<file path="config.mk">
export PLATFORM = sky130hd
export DESIGN_NAME = alu_rr_arbiter
export DESIGN_NICKNAME = d
export VERILOG_FILES = /design/src/rtl/alu_rr_arbiter.sv
export SDC_FILE = /design/constraint.sdc
export NUM_CORES = 1
export LEC_CHECK = 0
export ABC_CLOCK_PERIOD_IN_PS = 4100
export CORE_MARGIN = 2
export CORE_UTILIZATION = 30
export CTS_BUF_LIST = sky130_fd_sc_hd__clkbuf_4 sky130_fd_sc_hd__clkbuf_8
export CTS_CLUSTER_SIZE = 24
export DETAILED_ROUTE_END_ITERATION = 16
export PLACE_DENSITY_LB_ADDON = 0.05
export SKIP_LAST_GASP = 1
export SLEW_MARGIN = 10
export SYNTH_ARGS = -nofsm -noshare
export SYNTH_HDL_FRONTEND = slang
export SYNTH_SLANG_ARGS = --single-unit
</file>
<file path="constraint.sdc">
create_clock -name clk -period 4.1 [get_ports clk]
set_input_delay 0.41 -clock clk [delete_from_list [all_inputs] [get_ports clk]]
set_output_delay 0.41 -clock clk [all_outputs]
set_load 0.01 [all_outputs]
</file>
<file path="src/rtl/alu_rr_arbiter.sv">
// alu_rr_arbiter: round-robin arbiter sharing one ALU result path among 8
// requesters. It produces a registered one-hot grant plus the matching 3-bit
// mux select. A hold timer ends a grant when other requesters are waiting.
// Every ownership change passes through IDLE, so there is always at least
// one dead cycle between grants.
// Optional feature: define ALU_ARB_LOCK_EN to add the lock input. While lock
// is high the owner cannot be timed out and the hold counter stops counting.
module alu_rr_arbiter #(
    parameter int N_REQ    = 8,
    parameter int MAX_HOLD = 16
) (
    input  logic             clk,
    input  logic             rst_n,
    input  logic [N_REQ-1:0] req,
`ifdef ALU_ARB_LOCK_EN
    input  logic             lock,
`endif
    output logic [N_REQ-1:0] gnt,
    output logic [2:0]       sel,
    output logic             sel_valid,
    output logic             preempt
);

    localparam int HW = $clog2(MAX_HOLD);
    localparam logic [HW-1:0] HOLD_LAST = HW'(MAX_HOLD - 1);

    typedef enum logic {IDLE = 1'b0, GRANT = 1'b1} state_t;

    state_t           r_state, w_state_nxt;
    logic [N_REQ-1:0] r_gnt, w_gnt_nxt;
    logic [2:0]       r_sel, w_sel_nxt;
    logic             r_vld, w_vld_nxt;
    logic             r_pre, w_pre_nxt;
    logic [2:0]       r_ptr, w_ptr_nxt;
    logic [HW-1:0]    r_cnt, w_cnt_nxt;

    logic [2:0]       w_win;
    logic             w_found;
    logic             w_lock;
    logic             w_others;

`ifdef ALU_ARB_LOCK_EN
    assign w_lock = lock;
`else
    assign w_lock = 1'b0;
`endif

    // Someone other than the current owner is waiting for the path.
    assign w_others = |(req & ~r_gnt);

    // Winner search: first set request at or above ptr, wrapping 7->0.
    always_comb begin
        logic [2:0] w_idx;
        w_win   = r_ptr;
        w_found = 1'b0;
        w_idx   = r_ptr;
        for (int i = 0; i < N_REQ; i++) begin
            w_idx = 3'(r_ptr + 3'(i));
            if (!w_found && req[w_idx]) begin
                w_win   = w_idx;
                w_found = 1'b1;
            end
        end
    end

    // Next-state and next-output logic; every output is registered below.
    always_comb begin
        w_state_nxt = r_state;
        w_gnt_nxt   = r_gnt;
        w_sel_nxt   = r_sel;
        w_vld_nxt   = r_vld;
        w_pre_nxt   = 1'b0;
        w_ptr_nxt   = r_ptr;
        w_cnt_nxt   = r_cnt;
        case (r_state)
            IDLE: begin
                if (w_found) begin
                    w_gnt_nxt   = N_REQ'(1) << w_win;
                    w_sel_nxt   = w_win;
                    w_vld_nxt   = 1'b1;
                    w_cnt_nxt   = '0;
                    w_ptr_nxt   = 3'(w_win + 3'd1);
                    w_state_nxt = GRANT;
                end
            end
            GRANT: begin
                if (!req[r_sel]) begin
                    // Owner released; release wins over a coincident timeout.
                    w_gnt_nxt   = '0;
                    w_vld_nxt   = 1'b0;
                    w_state_nxt = IDLE;
                end else if (!w_lock && (r_cnt == HOLD_LAST) && w_others) begin
                    // Owner used its full window while others wait.
                    w_gnt_nxt   = '0;
                    w_vld_nxt   = 1'b0;
                    w_pre_nxt   = 1'b1;
                    w_state_nxt = IDLE;
                end else if (!w_lock && (r_cnt != HOLD_LAST)) begin
                    w_cnt_nxt = r_cnt + HW'(1);
                end
            end
            default: begin
                w_state_nxt = IDLE;
                w_gnt_nxt   = '0;
                w_vld_nxt   = 1'b0;
            end
        endcase
    end

    // State and output registers; reset clears a grant without waiting for clk.
    always_ff @(posedge clk or negedge rst_n) begin
        if (!rst_n) begin
            r_state <= IDLE;
            r_gnt   <= '0;
            r_sel   <= '0;
            r_vld   <= 1'b0;
            r_pre   <= 1'b0;
            r_ptr   <= '0;
            r_cnt   <= '0;
        end else begin
            r_state <= w_state_nxt;
            r_gnt   <= w_gnt_nxt;
            r_sel   <= w_sel_nxt;
            r_vld   <= w_vld_nxt;
            r_pre   <= w_pre_nxt;
            r_ptr   <= w_ptr_nxt;
            r_cnt   <= w_cnt_nxt;
        end
    end

    assign gnt       = r_gnt;
    assign sel       = r_sel;
    assign sel_valid = r_vld;
    assign preempt   = r_pre;

endmodule
</file>
# Word-level counts from Yosys, hierarchy flattened
# Index checks and enable logic that the tools add are counted.
dict set report totals {
  ff_bits 21
  inputBits 10
  output_inout_bits 13
  wordCells 108
}
dict set report op_classes {
  add_sub_neg 9
  order_cmp 9
  eq_ne 7
  n_shift 1
  muxes 53
  bitwise_logic 3
  reduce_logical 19
}
# op count
set op_table {}
lappend op_table {{3-bit by 4-bit < comparator with 1-bit output, second input constant} 9}
lappend op_table {{1-bit binary-select mux with 3-bit select} 9}
lappend op_table {{1-bit 2-to-1 mux} 26}
lappend op_table {{8-bit 2-to-1 mux} 3}
lappend op_table {{3-bit 2-to-1 mux} 7}
lappend op_table {{4-bit 2-to-1 mux} 4}
lappend op_table {{8-bit case mux with 2 select lines} 1}
lappend op_table {{3-bit adder, second input constant} 4}
lappend op_table {{8-bit AND} 1}
lappend op_table {{1-bit logical AND} 8}
lappend op_table {{8-bit inverter} 1}
lappend op_table {{4-bit case mux with 2 select lines} 1}
lappend op_table {{8-bit OR reduction} 1}
lappend op_table {{1-bit by 3-bit << shifter with 8-bit output, first input constant} 1}
lappend op_table {{1-bit logical NOT} 7}
lappend op_table {{3-bit by 1-bit adder with 3-bit output, second input constant} 2}
lappend op_table {{3-bit by 2-bit adder with 3-bit output, second input constant} 2}
lappend op_table {{4-bit by 1-bit adder with 4-bit output, second input constant} 1}
lappend op_table {{4-bit == test, second input constant} 1}
lappend op_table {{2-bit by 1-bit inequality test with 1-bit output, second input constant} 2}
lappend op_table {{2-bit inequality test, second input constant} 2}
lappend op_table {{4-bit inequality test, second input constant} 1}
lappend op_table {{1-bit case mux with 2 select lines} 2}
lappend op_table {{2-bit AND reduction} 2}
lappend op_table {{3 further kinds} 3}

# Longest topological paths before layout
# Gate-level depths: netlist of run 1.
dict set report depth {
  depth_word 27
  ltp_mapped 15
  mapped_depth_nobuf 12
}

# Worst setup path after synthesis of run 1
# No wires, ideal clock.
dict set report synth_path {
  path_type {reg2reg}
  startpoint {register r_ptr[0]}
  endpoint {register r_ptr[2]}
  setup_ps 128
  t_arrival_ps 3350
  required_time_ps 3972
  slack_ps 622
  stages_incl_launch_ff 16
  n_path_buf 3
  period_less_slack_ps 3478
  cell_sequence {dfrtp_1 -> buf_6 -> buf_8 -> inv_1 -> ha_1 -> buf_4 -> clkinv_1 -> mux4_2 -> or2_1 -> nor3_4 -> a32oi_1 -> o22a_4 -> inv_2 -> nor2_1 -> ha_1 -> mux2_1}
}
dict set report synth_between {
  elab_chain_len 25
  elab_cells_between_ends 54
  classes_between {add/sub (8); mux (31); reduce/logical (15)}
}
# element line
set synth_rtl {}
lappend synth_rtl {{start, declared} 34} ;# logic [2:0] r_ptr, w_ptr_nxt;
lappend synth_rtl {{start signal, assigned} 126} ;# r_ptr <= w_ptr_nxt;
lappend synth_rtl {{parallel branches: the longest is 23 deep, another holds 3-bit by 1-bit adder with 3-bit output} n/a}
lappend synth_rtl {{3-bit 2-to-1 mux *} 59} ;# if (!w_found && req[w_idx]) begin
lappend synth_rtl {{net w_win[1]} 37} ;# logic [2:0] w_win;
lappend synth_rtl {{3-bit by 1-bit adder with 3-bit output *} 82} ;# w_ptr_nxt = 3'(w_win + 3'd1);
# Mark *: on every way through the listed nets, which the timed path passes. The select of a mux whose other input is x is not followed.
# A chain may end at the register's enable or synchronous reset.

# Final worst setup path of run 1
dict set report layout_path {
  startpoint {register r_ptr[1]}
  endpoint {register r_ptr[2]}
}
# The elaborated chain is that of the path after synthesis.

==> metrics, run 1 <==
Post-Synth XOR/XNOR Area 0.0244; fin cells 297; Synth Flop Type dfrtp_1; FF-to-FF End r_ptr[2]$_DFFE_PN0P_; TritonCTS Sinks 21; Starting DRT DRC Count 87; CP Capture Type register; setup TNS 0 ps; Worst Path Required 4250 ps; setup bufs post-CTS 0; synthesized area 0.00205 mm²; post-synth top area share 0.256; R2R depth 12; H-tree levels 1; cts hold-fix bufs 0; Slew @ Worst Pin 962 ps; Post-Syn Nets 214; critical path type register to register; Synth Instances 198; # diodes 0; Final Hold Fails 0; Post-Synth Simple-Gate Area 0.154; max_cap viols 0; Clock transition at path regs 80 ps; final period utilization 0.907; top area cells in the synthesized netlist dfrtp_1, mux4_2, mux2i_1; antenna violations before repair 0; Area Overhead vs Synth 15.6%; core area 0.00672 mm²; count of final setup violators 0; Final Max Tran Viols 0; Period minus WS final 3720 ps; hold path start sel_valid$_DFFE_PN0P_; Register-to-Register Setup Slack 380 ps; Detailed Place HPWL 4160 µm; Peak Freq 269 MHz; gr ovfl total 0; synth warn 0; IO Count 23; CTS Buffer Depth 2; Netlist cell types 54; Seq cells post-synth 21; share of layout cells above drive strength 1 0.230; Clk Latency, worst-skew pair 260 ps; gr usage total 0.156; vias per std cell 5.70; R2R Path Start r_ptr[1]$_DFFE_PN0P_; HP Class register to register; DR DRC count 0; status finished clean; routability cong. 0.771; Syn Area/Cell 10.4 µm²; Hold Path Stages 2; mux share of post-synthesis cell area 0.265; Clock Skew 6.00 ps; cts bufs inserted 3; root buffer cell clkbuf_8; area leader, netlist dfrtp_1; row cnt 30; max_slew headroom 0.357; largest net degree at the start of global routing 22; DIE WIDTH 86.7 µm; largest family of logic cells by synthesized area multiplexers; DR WL/cell 18.4 µm; total wire length 5470 µm; Vias 1692; Worst setup SP type register; drt pass-1 iters 4; dpl cells 293; NumNets Final 234; Die ar. 0.00751 mm²; Post-synth EDFFs 0; post_cts resized 0; vias in the first global route 1666; die height 86.7 µm; Compound-Gate Fraction of Synth Area 0.209; Hold Path End sel_valid$_DFFE_PN0P_; port buffer count 22; first-pass GRT wire length 9050 µm; critical path fanouts, max 11; Synth Area in Adders 0.0366; Initial Utilization 0.305; unrepaired setup endpoints after global routing no; TritonCTS clock tree done; Seq/Total Area, Yosys 0.256; WP data arrival 3870 ps; antenna violation net count after detailed routing 0; asr flop ratio synth 1.00
state kept, by name, indices dropped and copies added, names as in the netlist:
signal / flops
r_ptr: 3
sel: 3
preempt: 1
r_state: 1
r_cnt: 4
sel_valid: 1
gnt: 8
critical path, cell delays in order (launching register included):
cell and delay, ps:
dfrtp_1 350, inv_1 90, ha_1 580, clkinv_1 350, mux4_2 610, or2_1 290, nor3_4 260, a32oi_1 120
o22a_4 260, inv_2 80, nor2_1 50, ha_1 280, mux2_1 290
area by class of cell:
| type | count | area [µm²] |
|---|---|---|
| clock buffer | 3 | 41.3 |
| clock inverter | 1 | 5.00 |
| fill | 673 | 4350 |
| inverter | 13 | 48.8 |
| multi-input combinational | 155 | 1410 |
| sequential | 21 | 526 |
| tap | 80 | 100 |
| timing repair buffer | 24 | 235 |
routing by layer:
| metal | share of wire | global-route usage | vias to the layer above |
|---|---|---|---|
| met5 | 0 | 0 | - |
| met4 | 0.012 | 0.0469 | 0 |
| met3 | 0.021 | 0.0133 | 5 |
| met2 | 0.51 | 0.259 | 26 |
| met1 | 0.46 | 0.217 | 866 |
| li1 | - | - | 795 |
cells in the mapped netlist (3+ instances only):
| library cell | count |
|---|---|
| ha_1 | 6 |
| o41ai_2 | 3 |
| mux4_2 | 14 |
| mux2i_1 | 10 |
| inv_1 | 8 |
| nand3_1 | 5 |
| mux2_4 | 4 |
| a32oi_1 | 3 |
| o2111ai_1 | 4 |
| mux2_2 | 4 |
| o22ai_1 | 3 |
| nand2b_1 | 9 |
| nor2_1 | 14 |
| o21ai_1 | 3 |
| inv_2 | 4 |
| a21oi_1 | 7 |
| clkbuf_1 | 3 |
| o21ai_0 | 7 |
| nand2_1 | 20 |
| a31oi_1 | 3 |
| dfrtp_1 | 21 |
worst max path at each step:
stage | startpoint | endpoint | slack (ps)
floorplan | r_ptr[0]$_DFFE_PN0P_ | r_ptr[2]$_DFFE_PN0P_ | 620
global placement | r_ptr[1]$_DFFE_PN0P_ | r_ptr[2]$_DFFE_PN0P_ | 420
detailed placement | req[5] | r_ptr[2]$_DFFE_PN0P_ | 360
CTS | r_ptr[1]$_DFFE_PN0P_ | r_ptr[2]$_DFFE_PN0P_ | 380
global route | r_ptr[1]$_DFFE_PN0P_ | r_ptr[2]$_DFFE_PN0P_ | 120
finish | r_ptr[1]$_DFFE_PN0P_ | r_ptr[2]$_DFFE_PN0P_ | 380
through the flow:
stage	setup slack (ps)	area (µm²)	util	hold WS, ps
2_1_floorplan	622	2050	-	114
3_3_place_gp	422	2320	0.346	467
3_5_place_dp	361	2320	0.346	471
4_1_cts	376	2370	0.353	493
5_1_grt	118	2370	0.353	528
6_report	381	2370	0.353	486
placed cells by master (no fill, tap or decap), types with 2 or more instances in the layout:
cell type | netlist | routed
a22o_1 | 2 | 2
dfrtp_1 | 21 | 21
o22ai_1 | 3 | 3
clkdlybuf4s50_1 | 0 | 22
o22a_4 | 2 | 2
clkbuf_8 | 0 | 3
buf_4 | 2 | 2
inv_1 | 8 | 8
mux2_2 | 4 | 4
a32oi_1 | 3 | 3
nor2b_1 | 2 | 2
a31oi_1 | 3 | 3
o2111ai_1 | 4 | 4
mux2_1 | 2 | 2
xnor2_2 | 2 | 2
a21oi_1 | 7 | 7
or2_2 | 2 | 2
o41ai_2 | 3 | 3
nand3_1 | 5 | 5
mux4_2 | 14 | 14
o21ai_0 | 7 | 7
nand2b_1 | 9 | 9
a31o_2 | 2 | 2
ha_1 | 6 | 6
inv_2 | 4 | 4
mux2_4 | 4 | 4
o21ai_1 | 3 | 3
or2_1 | 2 | 2
nand2_1 | 20 | 20
nor2_1 | 14 | 14
mux2i_1 | 10 | 10
kinds of logic (layout without fill, tap and decap cells):
family,Yosys count,after routing
buf+inv,22,41
simple gates,62,62
fa+ha+maj,6,6
mux,34,34
compound gates,49,49
xor+xnor,4,4
flops,21,21
Power of run 1 is left out: the tool's default activity adds up to more than one toggle a clock period on the data nets, which glitch-free logic cannot reach.
==> run 2, diff against run 1 <==
- CTS_CLUSTER_DIAMETER: unset -> 150
==> results of run 2 <==
No change in the layout: final DEF, timing and power equal those of run 1.
Power of run 2 is left out for the same reason.
==> run 3, diff against run 2 <==
- ABC_CLOCK_PERIOD_IN_PS: 4100 -> 4650
- CAP_MARGIN: unset -> 20
- clock period: 4.1 -> 4.65 ns (I/O delays scaled with it)
==> run 3 against run 2 <==
Effect of this change:
- final cell count rose by 0.34%
- clock skew fell by 1.3 ps
- first-iteration DRC count fell by 8.0%
- critical path depth is the same
- via count is 0.47% lower
- sequential share of layout area fell by 0.14 points
- non-clock buffer count rose by 1
- die area stayed put
- critical path type unchanged
==> metrics, run 3 (synthesis results as in run 1) <==
Period minus WS final 3790 ps; core area 0.00672 mm²; Die ar. 0.00751 mm²; final period utilization 0.814; NumNets Final 235; root buffer cell clkbuf_8; antenna violations before repair 0; port buffer count 22; Peak Freq 264 MHz; cts hold-fix bufs 0; cts bufs inserted 3; share of layout cells above drive strength 1 0.234; Slew @ Worst Pin 831 ps; Initial Utilization 0.305; # fillers 676; max_slew headroom 0.444; Final Hold Fails 0; FF-to-FF End r_ptr[2]$_DFFE_PN0P_; vias per std cell 5.65; Worst setup SP type register; Detailed Place HPWL 4370 µm; Clock transition at path regs 70 ps; status finished clean; TritonCTS Sinks 21; routability cong. 0.789; largest net degree at the start of global routing 22; DR DRC count 0; unrepaired setup endpoints after global routing no; die height 86.7 µm; H-tree levels 1; CP cell instances inv_1 > ha_1 > mux4_2 > mux2i_1 > a21boi_1 > a21oi_1 > a32oi_1 > o22a_4 > inv_2 > nor2_1 > ha_1 > mux2_1; Register-to-Register Setup Slack 860 ps; critical path fanouts, max 11; critical path type register to register; R2R Path Start r_ptr[1]$_DFFE_PN0P_; vias in the first global route 1761; WP data arrival 3930 ps; DR WL/cell 18.8 µm; HP Class primary input to asynchronous set/reset pin; gr usage total 0.160; Clock Skew 4.67 ps; most frequent CP cell ha_1; Clk Latency, worst-skew pair 260 ps; CP max stage delay 610 ps; most frequent cells in the layout clkdlybuf4s50_1, dfrtp_1, nand2_1; first-pass GRT wire length 9360 µm; cell family with most CP delay multiplexers; CTS Buffer Depth 2; DIE WIDTH 86.7 µm; IO Count 23; Area Overhead vs Synth 16.3%; total wire length 5620 µm; setup TNS 0 ps; Final Max Tran Viols 0; antenna violation net count after detailed routing 0; TritonCTS clock tree done; Vias 1684; CP Buf/Inv Count 2; gr ovfl total 0; most common cell after layout, fill and taps aside clkdlybuf4s50_1; Starting DRT DRC Count 80; # diodes 0; max_cap viols 0; max FFs per register 8; post_cts resized 0; setup bufs post-CTS 0; row cnt 30; Critical Path Slowest Stage Cell mux4_2; count of final setup violators 0; drt pass-1 iters 4; Worst Path Required 4790 ps; CP Capture Type register; R2R depth 12
run 3: cell count changes in the layout (fill, tap and decap cells not counted), sizes merged:
| cell | change |
|---|---|
| buf | +1 |
run 3: area by class of cell:
class                   count  area [µm²]  area share
clock inverters             1        5.00     0.00210
multi-input cells         155        1410       0.593
repair buffers             25         250       0.105
inverters                  13        48.8      0.0205
clock buffers               3        41.3      0.0173
well taps                  80         100      0.0420
flip-flops and latches     21         526       0.220
run 3: worst max-delay path by stage:
stage	start	cells past startpoint	endpoint	slack (ps)
2_1_floorplan	r_ptr[0]$_DFFE_PN0P_	15	r_ptr[2]$_DFFE_PN0P_	1170
3_3_place_gp	r_ptr[1]$_DFFE_PN0P_	12	r_ptr[2]$_DFFE_PN0P_	790
3_5_place_dp	r_ptr[1]$_DFFE_PN0P_	12	r_ptr[2]$_DFFE_PN0P_	860
4_1_cts	r_ptr[1]$_DFFE_PN0P_	12	r_ptr[2]$_DFFE_PN0P_	830
5_1_grt	r_ptr[1]$_DFFE_PN0P_	12	r_ptr[2]$_DFFE_PN0P_	620
6_report	r_ptr[1]$_DFFE_PN0P_	12	r_ptr[2]$_DFFE_PN0P_	860
run 3: routing by layer:
layer  vias to the layer above  part of all wire  GRT usage
met4                         0             0.019     0.0554
met1                       856              0.43      0.198
met3                         9             0.019     0.0133
li1                        793                 -          -
met5                         -                 0          0
met2                        26              0.53      0.292
run 3: per-stage QoR:
step / hold slack (ps) / utilization / instance area [µm²] / setup WS, ps / std cells
2_1_floorplan: 169 / - / 2050 / 1170 / 198
3_3_place_gp: 468 / 0.346 / 2320 / 793 / 293
4_1_cts: 483 / 0.353 / 2370 / 835 / 297
3_5_place_dp: 468 / 0.346 / 2320 / 860 / 293
6_report: 447 / 0.355 / 2380 / 864 / 298
5_1_grt: 459 / 0.355 / 2380 / 621 / 298
Power of run 3 is left out for the same reason.
